File: src/rtl/imem_loader.sv
// imem_loader: boot-time program loader for the mips core.
// Takes a big-endian byte stream over valid/ready and packs it into 32-bit
// words. Each word is written to instruction memory, starting at word 0.
// The core is held in reset until the word carrying in_last has been written.
//
// Ports:
//   clk, rst        clock (rising edge), asynchronous active-high reset
//   start           begin a load (acted on only in IDLE or RUN)
//   in_valid/in_data/in_last/in_ready   byte stream handshake
//   im_we/im_addr/im_wdata              instruction-memory write port
//   cpu_rst         reset to the core, low only in RUN
//   busy, done      status: loading (LOAD/WRITE) / program loaded (RUN)
//   word_count      words written in the current load
//   err_align       sticky: stream ended mid-word (word zero-filled)
//   err_overflow    sticky: stream held more words than the memory depth
module imem_loader #(
  parameter int ADDR_WIDTH = 10
) (
  input  logic                  clk,
  input  logic                  rst,
  input  logic                  start,
  input  logic                  in_valid,
  input  logic [7:0]            in_data,
  input  logic                  in_last,
  output logic                  in_ready,
  output logic                  im_we,
  output logic [ADDR_WIDTH-1:0] im_addr,
  output logic [31:0]           im_wdata,
  output logic                  cpu_rst,
  output logic                  busy,
  output logic                  done,
  output logic [ADDR_WIDTH:0]   word_count,
  output logic                  err_align,
  output logic                  err_overflow
);

  typedef enum logic [1:0] {S_IDLE, S_LOAD, S_WRITE, S_RUN} state_t;

  // word_count equal to this value means memory is full
  localparam logic [ADDR_WIDTH:0] DEPTH = {1'b1, {ADDR_WIDTH{1'b0}}};

  state_t                state_q, state_d;
  logic [1:0]            idx_q, idx_d;
  logic                  last_q, last_d;
  logic                  in_ready_q, in_ready_d;
  logic                  im_we_q, im_we_d;
  logic [ADDR_WIDTH-1:0] im_addr_q, im_addr_d;
  logic [31:0]           im_wdata_q, im_wdata_d;
  logic                  cpu_rst_q, cpu_rst_d;
  logic                  busy_q, busy_d;
  logic                  done_q, done_d;
  logic [ADDR_WIDTH:0]   word_count_q, word_count_d;
  logic                  err_align_q, err_align_d;
  logic                  err_overflow_q, err_overflow_d;

  always_comb begin
    state_d        = state_q;
    idx_d          = idx_q;
    last_d         = last_q;
    im_we_d        = 1'b0;
    im_addr_d      = im_addr_q;
    im_wdata_d     = im_wdata_q;
    word_count_d   = word_count_q;
    err_align_d    = err_align_q;
    err_overflow_d = err_overflow_q;

    case (state_q)
      S_IDLE, S_RUN: begin
        if (start) begin
          state_d        = S_LOAD;
          idx_d          = 2'd0;
          last_d         = 1'b0;
          word_count_d   = '0;
          err_align_d    = 1'b0;
          err_overflow_d = 1'b0;
        end
      end
      S_LOAD: begin
        if (in_valid && in_ready_q) begin
          // Byte 0 overwrites the whole word, so a short final word is
          // zero-filled below the bytes actually received.
          case (idx_q)
            2'd0:    im_wdata_d = {in_data, 24'h0};
            2'd1:    im_wdata_d[23:16] = in_data;
            2'd2:    im_wdata_d[15:8]  = in_data;
            default: im_wdata_d[7:0]   = in_data;
          endcase
          idx_d = idx_q + 2'd1;
          if (idx_q == 2'd3 || in_last) begin
            state_d   = S_WRITE;
            last_d    = in_last;
            im_we_d   = (word_count_q != DEPTH);
            im_addr_d = word_count_q[ADDR_WIDTH-1:0];
            if (in_last && idx_q != 2'd3) err_align_d = 1'b1;
          end
        end
      end
      S_WRITE: begin
        idx_d = 2'd0;
        // Past the end of memory: drop the word and keep counting frozen.
        if (word_count_q == DEPTH) err_overflow_d = 1'b1;
        else                       word_count_d   = word_count_q + 1'b1;
        state_d = last_q ? S_RUN : S_LOAD;
      end
      default: state_d = S_IDLE;
    endcase

    // Status outputs are registered copies of the next state's decode.
    in_ready_d = (state_d == S_LOAD);
    busy_d     = (state_d == S_LOAD) || (state_d == S_WRITE);
    done_d     = (state_d == S_RUN);
    cpu_rst_d  = (state_d != S_RUN);
  end

  always_ff @(posedge clk or posedge rst) begin
    if (rst) begin
      state_q        <= S_IDLE;
      idx_q          <= 2'd0;
      last_q         <= 1'b0;
      in_ready_q     <= 1'b0;
      im_we_q        <= 1'b0;
      im_addr_q      <= '0;
      im_wdata_q     <= 32'h0;
      cpu_rst_q      <= 1'b1;
      busy_q         <= 1'b0;
      done_q         <= 1'b0;
      word_count_q   <= '0;
      err_align_q    <= 1'b0;
      err_overflow_q <= 1'b0;
    end else begin
      state_q        <= state_d;
      idx_q          <= idx_d;
      last_q         <= last_d;
      in_ready_q     <= in_ready_d;
      im_we_q        <= im_we_d;
      im_addr_q      <= im_addr_d;
      im_wdata_q     <= im_wdata_d;
      cpu_rst_q      <= cpu_rst_d;
      busy_q         <= busy_d;
      done_q         <= done_d;
      word_count_q   <= word_count_d;
      err_align_q    <= err_align_d;
      err_overflow_q <= err_overflow_d;
    end
  end

  assign in_ready     = in_ready_q;
  assign im_we        = im_we_q;
  assign im_addr      = im_addr_q;
  assign im_wdata     = im_wdata_q;
  assign cpu_rst      = cpu_rst_q;
  assign busy         = busy_q;
  assign done         = done_q;
  assign word_count   = word_count_q;
  assign err_align    = err_align_q;
  assign err_overflow = err_overflow_q;

endmodule

File: config.mk
export PLATFORM = sky130hd
export DESIGN_NAME = imem_loader
export DESIGN_NICKNAME = d
export VERILOG_FILES = /design/src/rtl/imem_loader.sv
export SDC_FILE = /design/constraint.sdc
export NUM_CORES = 1
export LEC_CHECK = 0
export ABC_AREA = 1
export CORE_MARGIN = 2
export CORE_UTILIZATION = 50
export DETAILED_ROUTE_END_ITERATION = 10
export GPL_TIMING_DRIVEN = 0
export PLACE_DENSITY = 0.79
export RECOVER_POWER = 25
export SLEW_MARGIN = 5
export SYNTH_ARGS = -nofsm -noshare
export SYNTH_HDL_FRONTEND = slang
export SYNTH_SLANG_ARGS = --single-unit
File: constraint.sdc
create_clock -name clk -period 2.5 [get_ports clk]
set_input_delay 0.25 -clock clk [delete_from_list [all_inputs] [get_ports clk]]
set_output_delay 0.25 -clock clk [all_outputs]
set_load 0.01 [all_outputs]
# Word level (Yosys, flattened, before mapping)
# Cells that the tools add are included.
dict set report word_totals {
  reg_bits 65
  latchBits 0
  mem_bits_rw 0
  romBits 0
  input_bits 13
  output_inout_bits 60
  wordCells 87
  mem_count 0
}
dict set report op_classes {
  addsub 2
  multipliers 0
  div_mod_pow 0
  magnitude_cmp 0
  n_eq_ne 19
  n_shift 0
  muxes 27
  bitwise_logic 1
  reduce_logical 22
}
# cell n
set ops {}
lappend ops {{8-bit one-hot mux with 2 select lines} 3}
lappend ops {{11-bit 2-to-1 mux} 2}
lappend ops {{11-bit one-hot mux with 2 select lines} 1}
lappend ops {{3-bit AND reduction} 7}
lappend ops {{2-bit != test (second input constant)} 8}
lappend ops {{2-bit == test (second input constant)} 6}
lappend ops {{2-bit 2-to-1 mux} 6}
lappend ops {{2-bit one-hot mux with 3 select lines} 2}
lappend ops {{11-bit by 1-bit adder with 11-bit output (second input constant)} 1}
lappend ops {{11-bit == test (second input constant)} 1}
lappend ops {{11-bit != test (second input constant)} 1}
lappend ops {{1-bit 2-to-1 mux} 10}
lappend ops {{2-bit nonzero test} 4}
lappend ops {{2-bit by 1-bit == test with 1-bit output (second input constant)} 3}
lappend ops {{1-bit one-hot mux with 2 select lines} 3}
lappend ops {{5-bit AND reduction} 1}
lappend ops {{2-bit zero test} 2}
lappend ops {{4-bit AND reduction} 1}
lappend ops {{2-bit OR reduction} 2}
lappend ops {{2-bit by 1-bit adder with 2-bit output (second input constant)} 1}
lappend ops {{1-bit logical AND} 2}
lappend ops {{1-bit logical OR} 2}
lappend ops {{2-bit AND reduction} 1}
lappend ops {{1-bit inverter} 1}

# Logic depth before layout (Yosys ltp)
dict set report logic_depth {
  depth_word 7
  ltp_mapped 10
  mapped_depth_nobuf 10
}

# Least setup slack after synthesis
# OpenSTA, ideal clock, no wires.
dict set report synth_timing {
  path_kind {reg-to-reg}
  from {register state_q[0]}
  to {register busy_q (netlist: busy)}
  setup_time_ns 0.126
  t_arrival_ns 1.659
  t_required_ns 2.374
  slack_ns 0.716
  stages_incl_launch_ff 9
  path_buffers 1
  period_less_slack_ns 1.784
  cell_sequence {dfrtp_1 inv_1 ha_1 inv_1 nor2_1 inv_1 clkbuf_1 o21ai_0 ha_1}
}
dict set report synth_between {
  elab_chain_cells 5
  elab_cells_between_ends 12
  cone_classes {eq/ne: 5; mux: 4; reduce/logical: 3}
}
# item line_no
set synth_rtl {}
lappend synth_rtl {{from (decl)} 42} ;# state_t state_q, state_d;
lappend synth_rtl {{from (signal assigned)} 131} ;# state_q <= state_d;
lappend synth_rtl {{2-bit == test (tied with other cells)} 67} ;# case (state_q)
lappend synth_rtl {{2-bit OR reduction or 2-bit 2-to-1 mux (tied branches)} {67, 79}}
lappend synth_rtl {{2-bit one-hot mux with 3 select lines (*)} 67}
lappend synth_rtl {{2-bit by 1-bit == test with 1-bit output or 2-bit == test (tied branches)} 110} ;# busy_d = (state_d == S_LOAD) || (state_d == S_WRITE);
lappend synth_rtl {{1-bit logical OR (*)} 110}
lappend synth_rtl {{net busy_d} 50} ;# logic busy_q, busy_d;
lappend synth_rtl {{to (signal assigned)} 139} ;# busy_q <= busy_d;
lappend synth_rtl {{to (decl)} 50}
# Mark *: on every way through the listed nets, which the timed path passes. The rest lies on a longest branch.
# A chain may end at the register's enable or synchronous reset.

# Final worst setup path
# Same ends and word-level chain as after synthesis.

==> reports/results.tsv <==
stage	metric	value	unit
drt	viasPerCell	5.287	
drt	routed_wl	7.023	mm
drt	vias	2617	
clock_network	post-cts-setup-buffer-count	0	
power	power_density	1045	nW/um^2
min_path	hp-class	flip-flop to flip-flop	
placed_design	post_dp_cell_area	3918	sq um
synth	ys_warn_count	0	
finish	num_antenna_cells	0	
drt	firstDrtPassIters	4	
setup_path	r2r_start	state_q[0]	
clock_network	cts_hold_buf	0	
flow_run	maxCapViolCount	0	
synth	netlist_top_cells_area	dfrtp_1 (52%), nand2_1 (7.6%), nand3_1 (7.4%), inv_1 (5.0%), ha_1 (4.4%)	
clock_network	clk_path_buf_depth	2	
setup_path	crit_fanout	10	
synth	ys.flop_type	dfrtp_1	
placed_design	gp_congestion	0.8311	
timing	period_share	85.39	%
synth	async_flop_share	100.0	%
clock_network	cts_made_buffers	9	
min_path	min_to	im_addr[1]	
setup_path	startpoint_type	flip-flop	
setup_path	r2r_slack	370	ps
power	power	4.317	mW
clock_network	cts_sinks	65	
timing	max_freq	468.4	MHz
finish	stdcell_area	4130	sq um
synth	synth_enable_flop_cells	0	
drt	drt_iter0_drc	112	
timing	worst_pin_slew	1332	ps
global_route	grt_pass1_wl	11.68	mm
synth	synth.most_common_cell	dfrtp_1	
timing	hold_viol_final	0	
finish	layout-drive-gt1-share	12.86	%
clock_network	cts_root_buf	clkbuf_8	
synth	synth.avg_cell_area	9.339	sq um
die	fp.dieArea	6847	sq um
synth	synth-seq-cells	65	
timing	slew_viol_final	0	
global_route	antenna_found_initial	0	
clock_network	cts_max_level	3	
global_route	track_usage	23.11	%
setup_path	r2r_cells	8	
drt	wire_per_inst	14.19	um
finish	syn2layout_area_growth	33.21	%
drt	ant_nets	0	
die	die-height	82.75	um
timing	holdWs	481.2	ps
power	leakage	1.948	nW
drt	post-route-drc-count	0	
clock_network	clkSlewWorstSetupHoldPaths	70	ps
finish	final_nets	439	
synth	yosys.area.top_type	dfrtp_1	
setup_path	path_class	flip-flop to flip-flop	
clock_network	cts_tree	built	
synth	synth_top_area_share	51.65	%
die	rows	28	
min_path	hp-start	im_addr[1]	
timing	setup_viol	0	
die	die-width	82.75	um
global_route	grt_pass1_vias	2519	
run_status	status	complete, no violations	
synth	ys_top_cells_by_count	dfrtp_1 (64), nand2_1 (63), nand3_1 (46), inv_1 (41), o21ai_0 (22)	
die	io-pin-count	73	
synth	synth_fp_nets	356	
power	peakVddDrop	854.7	uV
synth	syn_area	3100	sq um
timing	grt_setup_unrepaired	false	
synth	synthCells	332	
synth	ys_types	28	
synth	ys_seq_area_share	52.50	%
setup_path	r2r-end	busy	
global_route	grt_overflow	0	
finish	final_core_util	69.35	%
timing	slew_headroom	11.08	%
clock_network	clock_latency	350	ps
timing	fin_skew	8.952	ps
setup_path	end_kind	flip-flop	
die	initial_utilization	52.06	%
placed_design	dp_hpwl	5.110	mm
setup_path	worstPathArrival	2360	ps
timing	setup_tns	0	ps
min_path	whs_path_depth	2	
setup_path	required	2720	ps
die	core	5956	sq um
global_route	grt_start_max_net_pins	66	
timing	min_period	2135	ps
placed_design	portBuffers	72	
clock_network	cts_resized	0	
worst max-delay path by stage:
stage / start / endpoint
2_1_floorplan: rst / busy
3_5_place_dp: state_q[0] / busy
6_report: state_q[0] / busy
3_3_place_gp: rst / word_count[0]
4_1_cts: state_q[0] / busy
5_1_grt: state_q[0] / busy
registers in the layout, indices dropped and copies added (netlist names):
name,flops
busy,1
cpu_rst,1
done,1
err_align,1
err_overflow,1
idx_q,2
im_addr,10
im_wdata,32
im_we,1
in_ready,1
last_q,1
state_q,2
word_count,11
worst max-delay path, stage by stage, from the launching register on:
cell	delay, ps
dfrtp_1	370
inv_1	50
ha_1	310
inv_1	70
nor2_1	220
inv_1	130
clkbuf_1	280
o21ai_0	310
ha_1	280
logic make-up after synthesis:
group | count (synthesis) | synth area share (%)
multiplexers | 3 | 1.453
adder cells (fa/ha/maj) | 11 | 4.439
AND/OR/NAND/NOR | 142 | 21.75
XOR/XNOR | 2 | 0.5651
AO/OA/AOI/OAI | 57 | 11.18
buffers and inverters | 52 | 8.112
flip-flops | 65 | 52.50
area by class of cell:
type	instances	area (sq um)
buffer	10	93.84
clock buffer	12	165.2
clock inverter	4	50.05
fill	507	1826
inverter	42	157.7
multi-input combinational	215	1221
sequential	65	1628
tap	75	93.84
timing repair buffer	72	720.7
power breakdown:
| part | internal, mW | total (mW) | switching [mW] |
|---|---|---|---|
| logic | 0.837 | 1.85 | 1.02 |
| clock network | 0.540 | 0.947 | 0.407 |
| registers | 1.35 | 1.52 | 0.163 |
cell usage in the layout, fill, tap and decap left out:
cell             Yosys  routed
clkdlybuf4s50_1      0      71
dfrtp_1             64      64
nand2_1             63      63
nand3_1             46      46
inv_1               41      40
o21ai_0             22      22
nor2_1              20      20
o21ai_1             16      16
o21ai_2             15      15
clkbuf_8             0      12
ha_1                11      11
buf_6                7       7
mux2_4               3       3
nand2_4              3       3
inv_2                1       2
clkbuf_1             2       2
nor3_1               2       2
or2_2                2       2
xor2_1               2       2
a21oi_1              2       2
clkinvlp_4           0       2
nor2_8               1       1
nand2_8              1       1
nand4_1              1       1
nand2_2              1       1
nand3b_1             1       1
o221ai_1             1       1
o22ai_1              1       1
nor3_4               1       1
buf_4                1       1
bufinv_16            0       1
clkinv_2             0       1
dfstp_2              1       1
dlygate4sd3_1        0       1
per-stage QoR:
stage,setup WS [ps],cells
3_3_place_gp,-485.0,479
2_1_floorplan,625.2,332
4_1_cts,374.8,495
6_report,365.1,495
3_5_place_dp,421.9,479
5_1_grt,204.1,495
metal layers:
metal	routed length [um]	global-route usage (%)	vias up
li1	-	-	1255
met1	3054	28.66	1268
met2	3482	38.87	84
met3	402	5.109	10
met4	83	10.00	0
met5	0	0	-
(Power assumes the default switching activity.)
